==> config.mk <==
export PLATFORM = sky130hd
export DESIGN_NAME = mcp_rx_arbiter_flat
export DESIGN_NICKNAME = d
export VERILOG_FILES = /design/src/rtl/mcp_rx_arbiter_if.sv /design/src/rtl/mcp_rx_arbiter.sv /design/src/flat_wrapper.sv
export SDC_FILE = /design/constraint.sdc
export NUM_CORES = 1
export LEC_CHECK = 0
export ABC_AREA = 0
export CORE_MARGIN = 2
export CORE_UTILIZATION = 50
export DETAILED_ROUTE_END_ITERATION = 8
export PLACE_DENSITY = 0.81
export SYNTH_ARGS = -nofsm -noshare
export SYNTH_HDL_FRONTEND = slang
export SYNTH_SLANG_ARGS = --single-unit
==> constraint.sdc <==
create_clock -name clk -period 6.6 [get_ports clk]
set_input_delay 0.99 -clock clk [delete_from_list [all_inputs] [get_ports clk]]
set_output_delay 0.99 -clock clk [all_outputs]
set_load 0.005 [all_outputs]
==> src/rtl/mcp_rx_arbiter_if.sv <==
// Signal bundle between mcp_rx_arbiter, its uart_rx channels and the packet consumer.
// The master modport is the arbiter side. The slave modport is the channel/consumer side.
interface mcp_rx_arbiter_if #(
    parameter int WIDTH        = 64,
    parameter int NUM_CHANNELS = 4,
    parameter int FIFO_DEPTH   = 16
);
    localparam int PKT_W = WIDTH - 1;
    localparam int CH_W  = (NUM_CHANNELS > 1) ? $clog2(NUM_CHANNELS) : 1;
    localparam int CNT_W = $clog2(FIFO_DEPTH) + 1;

    logic [NUM_CHANNELS-1:0]       rx_empty;
    logic [NUM_CHANNELS*PKT_W-1:0] rx_data;
    logic [NUM_CHANNELS-1:0]       parity_error;
    logic [NUM_CHANNELS-1:0]       uld_rx_data;
    logic                          pkt_valid;
    logic                          pkt_ready;
    logic [PKT_W-1:0]              pkt_data;
    logic [CH_W-1:0]               pkt_channel;
    logic                          pkt_parity_err;
    logic [1:0]                    pkt_type;
    logic [7:0]                    pkt_chip_id;
    logic [CNT_W-1:0]              fifo_count;
    logic                          stuck_flag;
    logic [63:0]                   stat_type_cnt;
    logic [15:0]                   stat_parity_cnt;

    modport master (
        input  rx_empty, rx_data, parity_error, pkt_ready,
        output uld_rx_data, pkt_valid, pkt_data, pkt_channel, pkt_parity_err,
               pkt_type, pkt_chip_id, fifo_count, stuck_flag, stat_type_cnt, stat_parity_cnt
    );

    modport slave (
        output rx_empty, rx_data, parity_error, pkt_ready,
        input  uld_rx_data, pkt_valid, pkt_data, pkt_channel, pkt_parity_err,
               pkt_type, pkt_chip_id, fifo_count, stuck_flag, stat_type_cnt, stat_parity_cnt
    );
endinterface

==> src/rtl/mcp_rx_arbiter.sv <==
// Round-robin drain of NUM_CHANNELS uart_rx channels into a shared FWFT packet FIFO.
// Defining MCP_RX_STATS_EN enables the per-type and parity packet counters; otherwise they read 0.
module mcp_rx_arbiter #(
    parameter int WIDTH           = 64,
    parameter int NUM_CHANNELS    = 4,
    parameter int FIFO_DEPTH      = 16,
    parameter int RELEASE_TIMEOUT = 15
) (
    input  logic             clk,
    input  logic             reset,
    mcp_rx_arbiter_if.master bus
);
    localparam int PKT_W = WIDTH - 1;
    localparam int CH_W  = (NUM_CHANNELS > 1) ? $clog2(NUM_CHANNELS) : 1;
    localparam int PTR_W = $clog2(FIFO_DEPTH);
    localparam int CNT_W = PTR_W + 1;
    localparam int ENT_W = CH_W + 1 + PKT_W;
    localparam int TMR_W = (RELEASE_TIMEOUT > 1) ? $clog2(RELEASE_TIMEOUT) : 1;

    typedef enum logic [1:0] {
        IDLE    = 2'd0,
        CAPTURE = 2'd1,
        UNLOAD  = 2'd2,
        RELEASE = 2'd3
    } state_t;

    state_t                  state_reg, state_next;
    logic [CH_W-1:0]         sel_reg, sel_next;
    logic [CH_W-1:0]         rr_ptr_reg, rr_ptr_next;
    logic [TMR_W-1:0]        timer_reg, timer_next;
    logic                    stuck_reg, stuck_next;
    logic [NUM_CHANNELS-1:0] uld_reg, uld_next;

    logic [PKT_W-1:0]        ch_data [NUM_CHANNELS];
    logic                    pick_found;
    logic [CH_W-1:0]         pick_ch;
    int                      scan_idx;

    logic [ENT_W-1:0]        mem [FIFO_DEPTH];
    logic [PTR_W-1:0]        wr_ptr_reg, rd_ptr_reg;
    logic [CNT_W-1:0]        count_reg;
    logic                    fifo_valid;
    logic                    fifo_full;
    logic                    push;
    logic                    pop;
    logic [ENT_W-1:0]        push_entry;
    logic [ENT_W-1:0]        head_entry;

    genvar gi;

    generate
        for (gi = 0; gi < NUM_CHANNELS; gi++) begin : g_ch_slice
            assign ch_data[gi] = bus.rx_data[gi*PKT_W +: PKT_W];
        end
    endgenerate

    function automatic logic [CH_W-1:0] next_ch(input logic [CH_W-1:0] c);
        if (int'(c) >= NUM_CHANNELS - 1) begin
            return '0;
        end
        return c + CH_W'(1);
    endfunction

    // First pending channel at or after rr_ptr, wrapping around the channel set.
    always_comb begin
        pick_found = 1'b0;
        pick_ch    = rr_ptr_reg;
        scan_idx   = 0;
        for (int i = 0; i < NUM_CHANNELS; i++) begin
            scan_idx = int'(rr_ptr_reg) + i;
            if (scan_idx >= NUM_CHANNELS) begin
                scan_idx = scan_idx - NUM_CHANNELS;
            end
            if (!pick_found && !bus.rx_empty[scan_idx]) begin
                pick_found = 1'b1;
                pick_ch    = CH_W'(scan_idx);
            end
        end
    end

    always_ff @(posedge clk or posedge reset) begin
        if (reset) begin
            state_reg  <= IDLE;
            sel_reg    <= '0;
            rr_ptr_reg <= '0;
            timer_reg  <= '0;
            stuck_reg  <= 1'b0;
            uld_reg    <= '0;
        end else begin
            state_reg  <= state_next;
            sel_reg    <= sel_next;
            rr_ptr_reg <= rr_ptr_next;
            timer_reg  <= timer_next;
            stuck_reg  <= stuck_next;
            uld_reg    <= uld_next;
        end
    end

    always_comb begin
        state_next  = state_reg;
        sel_next    = sel_reg;
        rr_ptr_next = rr_ptr_reg;
        timer_next  = timer_reg;
        stuck_next  = stuck_reg;
        uld_next    = '0;
        case (state_reg)
            IDLE: begin
                if (!fifo_full && pick_found) begin
                    sel_next   = pick_ch;
                    state_next = CAPTURE;
                end
            end
            CAPTURE: begin
                // Registered strobe: high for exactly the UNLOAD cycle.
                uld_next   = NUM_CHANNELS'(1) << sel_reg;
                state_next = UNLOAD;
            end
            UNLOAD: begin
                timer_next = '0;
                state_next = RELEASE;
            end
            RELEASE: begin
                if (bus.rx_empty[sel_reg]) begin
                    rr_ptr_next = next_ch(sel_reg);
                    state_next  = IDLE;
                end else if (timer_reg == TMR_W'(RELEASE_TIMEOUT - 1)) begin
                    // Channel never cleared: flag it and move on so others are not starved.
                    stuck_next  = 1'b1;
                    rr_ptr_next = next_ch(sel_reg);
                    state_next  = IDLE;
                end else begin
                    timer_next = timer_reg + TMR_W'(1);
                end
            end
            default: begin
                state_next = IDLE;
            end
        endcase
    end

    assign push       = (state_reg == CAPTURE);
    assign fifo_valid = (count_reg != '0);
    assign fifo_full  = (count_reg == CNT_W'(FIFO_DEPTH));
    assign pop        = fifo_valid && bus.pkt_ready;
    assign push_entry = {sel_reg, bus.parity_error[sel_reg], ch_data[sel_reg]};

    always_ff @(posedge clk) begin
        if (push) begin
            mem[wr_ptr_reg] <= push_entry;
        end
    end

    always_ff @(posedge clk or posedge reset) begin
        if (reset) begin
            wr_ptr_reg <= '0;
            rd_ptr_reg <= '0;
            count_reg  <= '0;
        end else begin
            if (push) begin
                wr_ptr_reg <= wr_ptr_reg + PTR_W'(1);
            end
            if (pop) begin
                rd_ptr_reg <= rd_ptr_reg + PTR_W'(1);
            end
            case ({push, pop})
                2'b10:   count_reg <= count_reg + CNT_W'(1);
                2'b01:   count_reg <= count_reg - CNT_W'(1);
                default: count_reg <= count_reg;
            endcase
        end
    end

    // Head fields are forced to zero while empty so stale storage never leaks out.
    assign head_entry         = fifo_valid ? mem[rd_ptr_reg] : '0;
    assign bus.pkt_valid      = fifo_valid;
    assign bus.pkt_data       = head_entry[PKT_W-1:0];
    assign bus.pkt_parity_err = head_entry[PKT_W];
    assign bus.pkt_channel    = head_entry[ENT_W-1 -: CH_W];
    assign bus.pkt_type       = head_entry[1:0];
    assign bus.pkt_chip_id    = head_entry[9:2];
    assign bus.fifo_count     = count_reg;
    assign bus.stuck_flag     = stuck_reg;
    assign bus.uld_rx_data    = uld_reg;

`ifdef MCP_RX_STATS_EN
    logic [1:0]  cap_type;
    logic [15:0] type_cnt_reg [4];
    logic [15:0] parity_cnt_reg;

    assign cap_type = ch_data[sel_reg][1:0];

    always_ff @(posedge clk or posedge reset) begin
        if (reset) begin
            for (int t = 0; t < 4; t++) begin
                type_cnt_reg[t] <= '0;
            end
            parity_cnt_reg <= '0;
        end else if (push) begin
            for (int t = 0; t < 4; t++) begin
                if (cap_type == 2'(t) && type_cnt_reg[t] != 16'hFFFF) begin
                    type_cnt_reg[t] <= type_cnt_reg[t] + 16'd1;
                end
            end
            if (bus.parity_error[sel_reg] && parity_cnt_reg != 16'hFFFF) begin
                parity_cnt_reg <= parity_cnt_reg + 16'd1;
            end
        end
    end

    generate
        for (gi = 0; gi < 4; gi++) begin : g_stat_out
            assign bus.stat_type_cnt[16*gi +: 16] = type_cnt_reg[gi];
        end
    endgenerate
    assign bus.stat_parity_cnt = parity_cnt_reg;
`else
    assign bus.stat_type_cnt   = '0;
    assign bus.stat_parity_cnt = '0;
`endif

endmodule

==> src/flat_wrapper.sv <==
// flat-port wrapper written by rule: the top's interface ports become plain ports
module mcp_rx_arbiter_flat 
#(
    parameter int WIDTH           = 64,
    parameter int NUM_CHANNELS    = 4,
    parameter int FIFO_DEPTH      = 16,
    parameter int RELEASE_TIMEOUT = 15
)
  (clk, reset, bus_rx_empty, bus_rx_data, bus_parity_error, bus_pkt_ready, bus_uld_rx_data, bus_pkt_valid, bus_pkt_data, bus_pkt_channel, bus_pkt_parity_err, bus_pkt_type, bus_pkt_chip_id, bus_fifo_count, bus_stuck_flag, bus_stat_type_cnt, bus_stat_parity_cnt);
  mcp_rx_arbiter_if #(.WIDTH(WIDTH), .NUM_CHANNELS(NUM_CHANNELS), .FIFO_DEPTH(FIFO_DEPTH)) bus_i ();
  input  logic clk;
  input  logic reset;
  input wire logic [$bits(bus_i.rx_empty)-1:0] bus_rx_empty;
  input wire logic [$bits(bus_i.rx_data)-1:0] bus_rx_data;
  input wire logic [$bits(bus_i.parity_error)-1:0] bus_parity_error;
  input wire logic [$bits(bus_i.pkt_ready)-1:0] bus_pkt_ready;
  output wire logic [$bits(bus_i.uld_rx_data)-1:0] bus_uld_rx_data;
  output wire logic [$bits(bus_i.pkt_valid)-1:0] bus_pkt_valid;
  output wire logic [$bits(bus_i.pkt_data)-1:0] bus_pkt_data;
  output wire logic [$bits(bus_i.pkt_channel)-1:0] bus_pkt_channel;
  output wire logic [$bits(bus_i.pkt_parity_err)-1:0] bus_pkt_parity_err;
  output wire logic [$bits(bus_i.pkt_type)-1:0] bus_pkt_type;
  output wire logic [$bits(bus_i.pkt_chip_id)-1:0] bus_pkt_chip_id;
  output wire logic [$bits(bus_i.fifo_count)-1:0] bus_fifo_count;
  output wire logic [$bits(bus_i.stuck_flag)-1:0] bus_stuck_flag;
  output wire logic [$bits(bus_i.stat_type_cnt)-1:0] bus_stat_type_cnt;
  output wire logic [$bits(bus_i.stat_parity_cnt)-1:0] bus_stat_parity_cnt;
  assign bus_i.rx_empty = bus_rx_empty;
  assign bus_i.rx_data = bus_rx_data;
  assign bus_i.parity_error = bus_parity_error;
  assign bus_i.pkt_ready = bus_pkt_ready;
  assign bus_uld_rx_data = bus_i.uld_rx_data;
  assign bus_pkt_valid = bus_i.pkt_valid;
  assign bus_pkt_data = bus_i.pkt_data;
  assign bus_pkt_channel = bus_i.pkt_channel;
  assign bus_pkt_parity_err = bus_i.pkt_parity_err;
  assign bus_pkt_type = bus_i.pkt_type;
  assign bus_pkt_chip_id = bus_i.pkt_chip_id;
  assign bus_fifo_count = bus_i.fifo_count;
  assign bus_stuck_flag = bus_i.stuck_flag;
  assign bus_stat_type_cnt = bus_i.stat_type_cnt;
  assign bus_stat_parity_cnt = bus_i.stat_parity_cnt;
  mcp_rx_arbiter #(.WIDTH(WIDTH), .NUM_CHANNELS(NUM_CHANNELS), .FIFO_DEPTH(FIFO_DEPTH), .RELEASE_TIMEOUT(RELEASE_TIMEOUT)) u_core (.clk(clk), .reset(reset), .bus(bus_i));
endmodule
* After elaboration in Yosys (flattened, before gate mapping) *
Memory sizes are Yosys's and may differ from the RTL's.
Cells that the tools add are included.

storage, ports and cells
  register bits = 28
  memory bits (writable) = 1056
  input bits = 263
  output and inout port bits = 167
  logic and storage cells = 123
  memories = 1

cells by class
  $add $sub $neg = 13
  magnitude comparators = 11
  eq/ne operators = 11
  shift-type cells = 1
  mux-type cells = 54
  bitwise gates (word level) = 2
  reductions and logical operators = 21

memories
  name        depth  bits a word  read ports  clocked after Yosys merged registers in  wr ports  line                  RTL
  u_core.mem  16     66           1           0                                        1         mcp_rx_arbiter.sv:39  logic [ENT_W-1:0] mem [FIFO_DEPTH];

operator list
  cell                                                                 number
  less-than comparator 32 x 4 -> 1 bit (second input constant)         4
  two-way mux 32 bit                                                   4
  binary-select mux 63 bit (select 2 bit)                              1
  two-way mux 63 bit                                                   2
  greater-or-equal comparator 32 x 4 -> 1 bit (second input constant)  3
  subtractor 32 x 4 -> 32 bit (second input constant)                  3
  two-way mux 66 bit                                                   1
  two-way mux 2 bit                                                    12
  two-way mux 1 bit                                                    22
  adder 4 x 1 -> 4 bit (second input constant)                         3
  binary-select mux 1 bit (select 2 bit)                               6
  two-way mux 4 bit                                                    3
  case mux 5 bit (2 select lines)                                      1
  case mux 2 bit (4 select lines)                                      1
  case mux 4 bit (2 select lines)                                      1
  adder 2 x 2 -> 3 bit (second input constant)                         2
  equality test 2 bit (second input constant)                          3
  zero test 1 bit                                                      6
  AND reduction 2 bit                                                  3
  AND reduction 3 bit                                                  2
  nonzero test 2 bit                                                   3
  adder 5 x 1 -> 5 bit (second input constant)                         1
  equality test 5 bit (second input constant)                          1
  logical AND 1 bit                                                    5
  18 further kinds                                                     20

* Logic depth before layout (Yosys ltp) *
Gate-level depths: netlist of the first run.

  word-level depth = 18
  depth in mapped cells = 14
  depth with buffers taken out = 11

* Least setup slack after synthesis of the first run *
No wires, ideal clock.

  kind = register to register
  from = reg u_core.state_reg[1]
  to = mem u_core.mem[10][0] (netlist name), enable pin
  setup time = 0.431 ns
  data arrival time = 2.688 ns
  setup slack = 3.481 ns
  stages on the path, launching flop included = 7
  cell sequence = dfrtp_1 inv_1 ha_1 clkbuf_1 nand2_1 nor2_1 and2_1

on the way
  word-level cells in the longest chain between the ends = 3

RTL lines
  what                                     line                   RTL
  start: declaration                       mcp_rx_arbiter.sv:27   state_t state_reg, state_next;
  start signal: assignment                 mcp_rx_arbiter.sv:90   state_reg <= state_next;
  equality test 2 x 1 -> 1 bit             mcp_rx_arbiter.sv:141  assign push = (state_reg == CAPTURE);
  two-way mux 1 bit                        mcp_rx_arbiter.sv:148  if (push) begin
  two-way mux 1 bit (not written as such)  mcp_rx_arbiter.sv:149  mem[wr_ptr_reg] <= push_entry;
  end: declaration                         mcp_rx_arbiter.sv:39

No other way between the ends.

* Worst setup path in the final report of the first run *
  from = reg u_core.rd_ptr_reg[2]
  to = out bus_pkt_data[40]

on the way
  word-level cells in the longest chain between the ends = 2

RTL lines
  what                      line                   RTL
  start: declaration        mcp_rx_arbiter.sv:40   logic [PTR_W-1:0] wr_ptr_reg, rd_ptr_reg;
  start signal: assignment  mcp_rx_arbiter.sv:163  rd_ptr_reg <= rd_ptr_reg + PTR_W'(1);
  memory (16 x 66 bit)      n/a
  two-way mux 66 bit        mcp_rx_arbiter.sv:174  assign head_entry = fifo_valid ? mem[rd_ptr_reg] : '0;
  end: declaration          flat_wrapper.sv:19     output wire logic [$bits(bus_i.pkt_data)-1:0] bus_pkt_data;

No other way between the ends.

==> flow_metrics.env, run 1 <==
export IMPL_status="finished clean"
export IMPL_drive_above_1_share_pct=21.8
export IMPL_cp_arrival_ns=4.27
export IMPL_drc=0
export IMPL_hold_buffers=0
export IMPL_pre_cts_ws_ns=2.09
export IMPL_cts_made_buffers=105
export IMPL_timing_fmax_mhz=190
export IMPL_vias_per_cell=6.00
export IMPL_final_cell_area_um2=52300
export IMPL_finalSetupViolCount=0
export IMPL_grt_pass1_wl_um=149000
export IMPL_die_area_um2=91100
export IMPL_slowest_stage="dfrtp_4"
export IMPL_cp_end_kind="output port"
export IMPL_startpoint_type="flip-flop"
export IMPL_critPathBufInv=2
export IMPL_yosysWarnings=0
export IMPL_grt_start_max_net_pins=89
export IMPL_num_vias=22372
export IMPL_final_max_slew_viol_count=0
export IMPL_rows=109
export IMPL_diodes=0
export IMPL_fin_nets=2758
export IMPL_power_density_nw_per_um2=453
export IMPL_pin_count=430
export IMPL_root_buffer="clkbuf_16"
export IMPL_rsz0062_at_grt="no"
export IMPL_antenna_found_initial=0
export IMPL_drt_total_wl_um=101000
export IMPL_finalCriticalPeriod_ns=5.26
export IMPL_cts_tree="done"
export IMPL_grt_ovfl_total=0
export IMPL_cpPeakStageDelay_ns=0.93
export IMPL_synth_ff_type="edfxtp_1"
export IMPL_syn_area_um2=44400
export IMPL_ys_seq_area_share_pct=73.0
export IMPL_maxCapViolations=0
export IMPL_async_reset_ff_share_pct=2.58
export IMPL_grt_pass1_vias=23494
export IMPL_fp_dieH_um=302
export IMPL_period_share_pct=79.6
export IMPL_die_x_um=302
export IMPL_regMostFlops="u_core.mem"
export IMPL_syn_to_final_growth_pct=17.8
export IMPL_path_cells="buf_4 -> mux4_2 -> mux2i_1 -> a211oi_1 -> clkdlybuf4s50_1"
export IMPL_insertion_delay_ns=0.68
export IMPL_io_buffer_count=349
export IMPL_path_max_fanout=62
export IMPL_largest_reg_flops=1056
export IMPL_layout_setup_ws_ns=1.34
export IMPL_skew_ns=0.0225
export IMPL_required_ns=5.61
export IMPL_worst_slew_pin_slew_ns=1.18
export IMPL_ys_types=49
export IMPL_worstSetupPathType="reg2out"
export IMPL_crit_family="buffers and inverters"
export IMPL_core_um2=88100
export IMPL_avgSynthCellArea_um2=20.9
export IMPL_ys_seq_elements=1084
export IMPL_post_cts_buffers=0
export IMPL_start_util_pct=50.4
export IMPL_numClockSinks=1084
export IMPL_relSlewSlack_pct=21.2
export IMPL_wire_per_inst_um=27.0
export IMPL_cts_max_path_buffers=3
export IMPL_grt_use_total_pct=22.2
export IMPL_synth_edf_count=1056
export IMPL_power_ir_vdd_worst_mv=0.339
export IMPL_dr_pass1_iters=8
export IMPL_h_tree_depth=3
export IMPL_place_gp_congestion=0.733
export IMPL_hold_viol=0
export IMPL_p_leak_nw=16.9
export IMPL_detail_route_antenna_nets=0
export IMPL_drtIter0Drc=2338
export IMPL_place_area_um2=48700
export IMPL_clkTransAtPathRegs_ns=0.06
export IMPL_final_setup_tns_ns=0
export IMPL_ctsResizeCount=0
export IMPL_hp_class="reg2reg"
export IMPL_synth_cells=2121
export IMPL_dp_hpwl_um=54500
==> cells by family after synthesis <==
family	Yosys count	synth area share, %
xor gates and xnor gates	10	0.197
DFF	1084	73.0
adders and majority gates	19	0.536
buffers and inverters	230	2.99
and+or+nand+nor	305	3.85
other	1	0.00845
AOI/OAI and AO/OA	109	1.80
muxes	363	17.6
==> cell usage after synthesis, types with 2 or more instances <==
cell | n | area, um2
ha_1 | 19 | 238
mux4_2 | 332 | 7480
nor4_1 | 2 | 12.5
and3_1 | 46 | 288
nor2_1 | 6 | 22.5
nand3b_1 | 4 | 30.0
a21oi_1 | 3 | 15.0
xnor2_1 | 7 | 61.3
dfrtp_1 | 28 | 701
mux2i_1 | 25 | 250
buf_2 | 49 | 245
a211oi_1 | 82 | 616
inv_1 | 14 | 52.6
edfxtp_1 | 1056 | 31700
clkbuf_1 | 60 | 225
buf_6 | 3 | 33.8
nand4_1 | 3 | 18.8
and2_1 | 24 | 150
nand2b_1 | 45 | 282
o21ai_0 | 9 | 45.0
nand2_1 | 59 | 221
buf_1 | 3 | 11.3
buf_4 | 101 | 758
nand3_1 | 3 | 15.0
nor3_1 | 44 | 220
xor2_1 | 3 | 26.3
mux2_2 | 6 | 67.6
nor2b_1 | 64 | 400
==> where the power goes <==
part           switching, mW  internal [mW]  leakage (nW)
logic                   4.03           3.69          5.28
registers              0.598           9.22          9.85
clock network           2.52           3.59          1.73
total                   7.15           16.5          16.9
==> area by class of cell <==
| class | count | area [um2] |
|---|---|---|
| Clock buffer | 130 | 2780 |
| Timing Repair Buffer | 385 | 3810 |
| Clock inverter | 66 | 762 |
| Multi-Input combinational cell | 886 | 11000 |
| Fill cell | 5998 | 35800 |
| Tap cell | 1165 | 1460 |
| Sequential cell | 1084 | 32400 |
| Inverter | 14 | 52.6 |
==> metrics by stage <==
stage                     utilization (%)  hold slack [ns]  instances  power [mW]
after detailed placement             55.3            0.479       3534        17.7
after floorplan                         -            0.437       2200        14.8
final                                59.3            0.482       3730        23.7
after global placement               55.3            0.453       3534        17.4
after global routing                 59.3            0.523       3730        24.6
after CTS                            59.3            0.492       3730        23.8
==> layer usage <==
metal  wire length, um  track usage, %
met2             53900            39.7
met1             37800            28.5
met3              6870            3.10
met4              2270            6.51
met5                 0               0
==> cell usage in the layout, fill, tap and decap left out, types with 4 or more instances in the layout <==
master           instances
edfxtp_1              1056
clkdlybuf4s50_1        349
mux4_2                 332
clkbuf_16              107
a211oi_1                82
conb_1                  80
nor2b_1                 63
nand2_1                 59
and3_1                  46
nand2b_1                45
nor3_1                  44
buf_4                   32
mux2i_1                 25
clkinv_2                24
dfrtp_1                 22
clkbuf_1                21
ha_1                    19
and2_4                  16
bufinv_16               15
inv_1                   14
clkinv_1                14
o21ai_0                  9
and2_1                   8
xnor2_1                  7
mux2_2                   6
nor2_1                   6
dfrtp_4                  6
clkinvlp_4               5
nand3b_1                 4
inv_6                    4
buf_12                   4
==> worst paths after layout <==
check                                               from  cells past startpoint  slack [ns]                         to
worst max-delay path                u_core.rd_ptr_reg[2]                      5        1.34           bus_pkt_data[40]
worst min-delay path               u_core.bus.stuck_flag                      1        0.48      u_core.bus.stuck_flag
worst max register to register  u_core.bus.fifo_count[2]                     12        2.37   u_core.bus.fifo_count[4]
worst min register to register     u_core.bus.stuck_flag                      1        0.48      u_core.bus.stuck_flag
max in group asynchronous                          reset                      2        4.79       u_core.rd_ptr_reg[2]
min in group asynchronous                          reset                      2        0.95  u_core.bus.uld_rx_data[0]
No activity file was read; power rests on OpenSTA's default activity.
==> run 2, diff against run 1 <==
Clock period 6.6 ns to 5 ns, I/O delays scaled along.
==> run 2 against run 1 <==
Combinational power increased by 33%. Global-route usage about the same. Clock-buffer cell count decreased by 6. Core utilization increased by 0.060 points. Cell count up 0.29%. Clock power is 27% higher. Cell area increased by 0.10%. Sequential share of layout area is 0.062 points lower. Register-to-register slack worse by 0.91 ns. Via count about the same. Critical path depth rose by 1. Clock skew up 0.0041 ns. Largest power group unchanged.
==> flow_metrics.env, run 2 (synthesis gave the netlist of run 1 again) <==
export IMPL_syn_to_final_growth_pct=17.9
export IMPL_drtIter0Drc=2406
export IMPL_rsz0062_at_grt="no"
export IMPL_hold_buffers=0
export IMPL_largest_reg_flops=1056
export IMPL_grt_use_total_pct=22.2
export IMPL_root_buffer="clkbuf_16"
export IMPL_vias_per_cell=5.98
export IMPL_final_setup_tns_ns=0
export IMPL_path_max_fanout=66
export IMPL_grt_start_max_net_pins=77
export IMPL_clkTransAtPathRegs_ns=0.06
export IMPL_required_ns=4.25
export IMPL_numClockSinks=1084
export IMPL_layout_setup_ws_ns=0.353
export IMPL_cts_tree="done"
export IMPL_final_cell_mix="edfxtp_1, clkdlybuf4s50_1, mux4_2"
export IMPL_hp_class="reg2reg"
export IMPL_pin_count=430
export IMPL_cts_max_path_buffers=3
export IMPL_maxCapViolations=0
export IMPL_detail_route_antenna_nets=0
export IMPL_fp_dieH_um=302
export IMPL_hold_viol=0
export IMPL_core_um2=88100
export IMPL_p_leak_nw=16.9
export IMPL_cp_arrival_ns=3.90
export IMPL_die_x_um=302
export IMPL_drt_total_wl_um=101000
export IMPL_period_share_pct=92.9
export IMPL_antenna_found_initial=0
export IMPL_final_common_cell="edfxtp_1"
export IMPL_grt_pass1_vias=23352
export IMPL_wire_per_inst_um=27.1
export IMPL_post_cts_buffers=0
export IMPL_place_gp_congestion=0.751
export IMPL_grt_ovfl_total=0
export IMPL_grt_pass1_wl_um=148000
export IMPL_cts_made_buffers=101
export IMPL_regMostFlops="u_core.mem"
export IMPL_power_ir_vdd_worst_mv=0.338
export IMPL_start_util_pct=50.4
export IMPL_status="finished clean"
export IMPL_dp_hpwl_um=55100
export IMPL_timing_fmax_mhz=215
export IMPL_drc=0
export IMPL_finalCriticalPeriod_ns=4.65
export IMPL_worstSetupPathType="reg2out"
export IMPL_finalSetupViolCount=0
export IMPL_dr_pass1_iters=5
export IMPL_h_tree_depth=3
export IMPL_io_buffer_count=349
export IMPL_relSlewSlack_pct=18.5
export IMPL_insertion_delay_ns=0.66
export IMPL_startpoint_type="flip-flop"
export IMPL_fin_nets=2778
export IMPL_pre_cts_ws_ns=1.01
export IMPL_diodes=0
export IMPL_worst_slew_pin_slew_ns=1.22
export IMPL_cp_end_kind="output port"
export IMPL_drive_above_1_share_pct=22.1
export IMPL_final_max_slew_viol_count=0
export IMPL_ctsResizeCount=0
export IMPL_power_density_nw_per_um2=594
export IMPL_rows=109
export IMPL_skew_ns=0.0266
export IMPL_die_area_um2=91100
export IMPL_num_vias=22358
## run 2: cell types whose count changed in the layout (fill, tap and decap cells not counted), sizes merged
| cell | before | now |
|---|---|---|
| buf | 36 | 60 |
| clkbuf | 130 | 124 |
| clkinv | 41 | 37 |
| bufinv | 15 | 13 |
| inv | 19 | 18 |
## run 2: final timing paths
kind	cells after the start	from	to	slack (ns)
hold / removal	1	u_core.bus.stuck_flag	u_core.bus.stuck_flag	0.47
setup reg to reg	11	u_core.bus.fifo_count[2]	u_core.bus.fifo_count[4]	1.46
min in group asynchronous	3	reset	u_core.wr_ptr_reg[2]	0.49
setup / recovery	6	u_core.rd_ptr_reg[2]	bus_pkt_data[40]	0.35
hold reg to reg	1	u_core.bus.stuck_flag	u_core.bus.stuck_flag	0.47
max in group asynchronous	3	reset	u_core.rd_ptr_reg[1]	4.16
## run 2: through the flow
stage               cells  total power [mW]  cell area [um2]  util, %  hold WS (ns)
finish               3741              31.1            52300     59.4         0.470
detailed placement   3558              23.5            49000     55.6         0.463
global placement     3558              23.1            49000     55.6         0.453
floorplan            2200              19.5            44700        -         0.437
CTS                  3741              31.3            52300     59.4         0.471
global route         3741              32.4            52300     59.4         0.486
## run 2: critical path, stage by stage, from the launching register on
cell and delay, ns:
dfrtp_4 1.15, buf_4 0.43, mux4_2 0.23, nor2b_1 0.15
a211oi_1 0.07, a211oi_1 0.56, clkdlybuf4s50_1 0.63
## run 2: layout make-up
class	instances	area, um2
sequential	1084	32400
inverter	14	52.6
tap	1165	1460
fill	5989	35800
multi-input combinational	886	11000
timing repair buffer	409	4070
clock buffer	124	2680
clock inverter	59	666
## run 2: power by group
group / total [mW] / internal, mW / leakage [nW] / switching (mW)
logic: 10.3 / 4.99 / 5.43 / 5.33
clock network: 7.76 / 4.48 / 1.63 / 3.28
registers: 13.0 / 12.2 / 9.85 / 0.815
total: 31.1 / 21.6 / 16.9 / 9.42
## run 2: metal layers
layer | up-vias | GRT usage (%) | wire length [um]
met1 | 11717 | 28.8 | 38000
met2 | 1110 | 38.4 | 52600
met3 | 171 | 3.66 | 7910
met4 | 0 | 7.37 | 2850
met5 | - | 0 | 0
li1 | 9360 | - | -
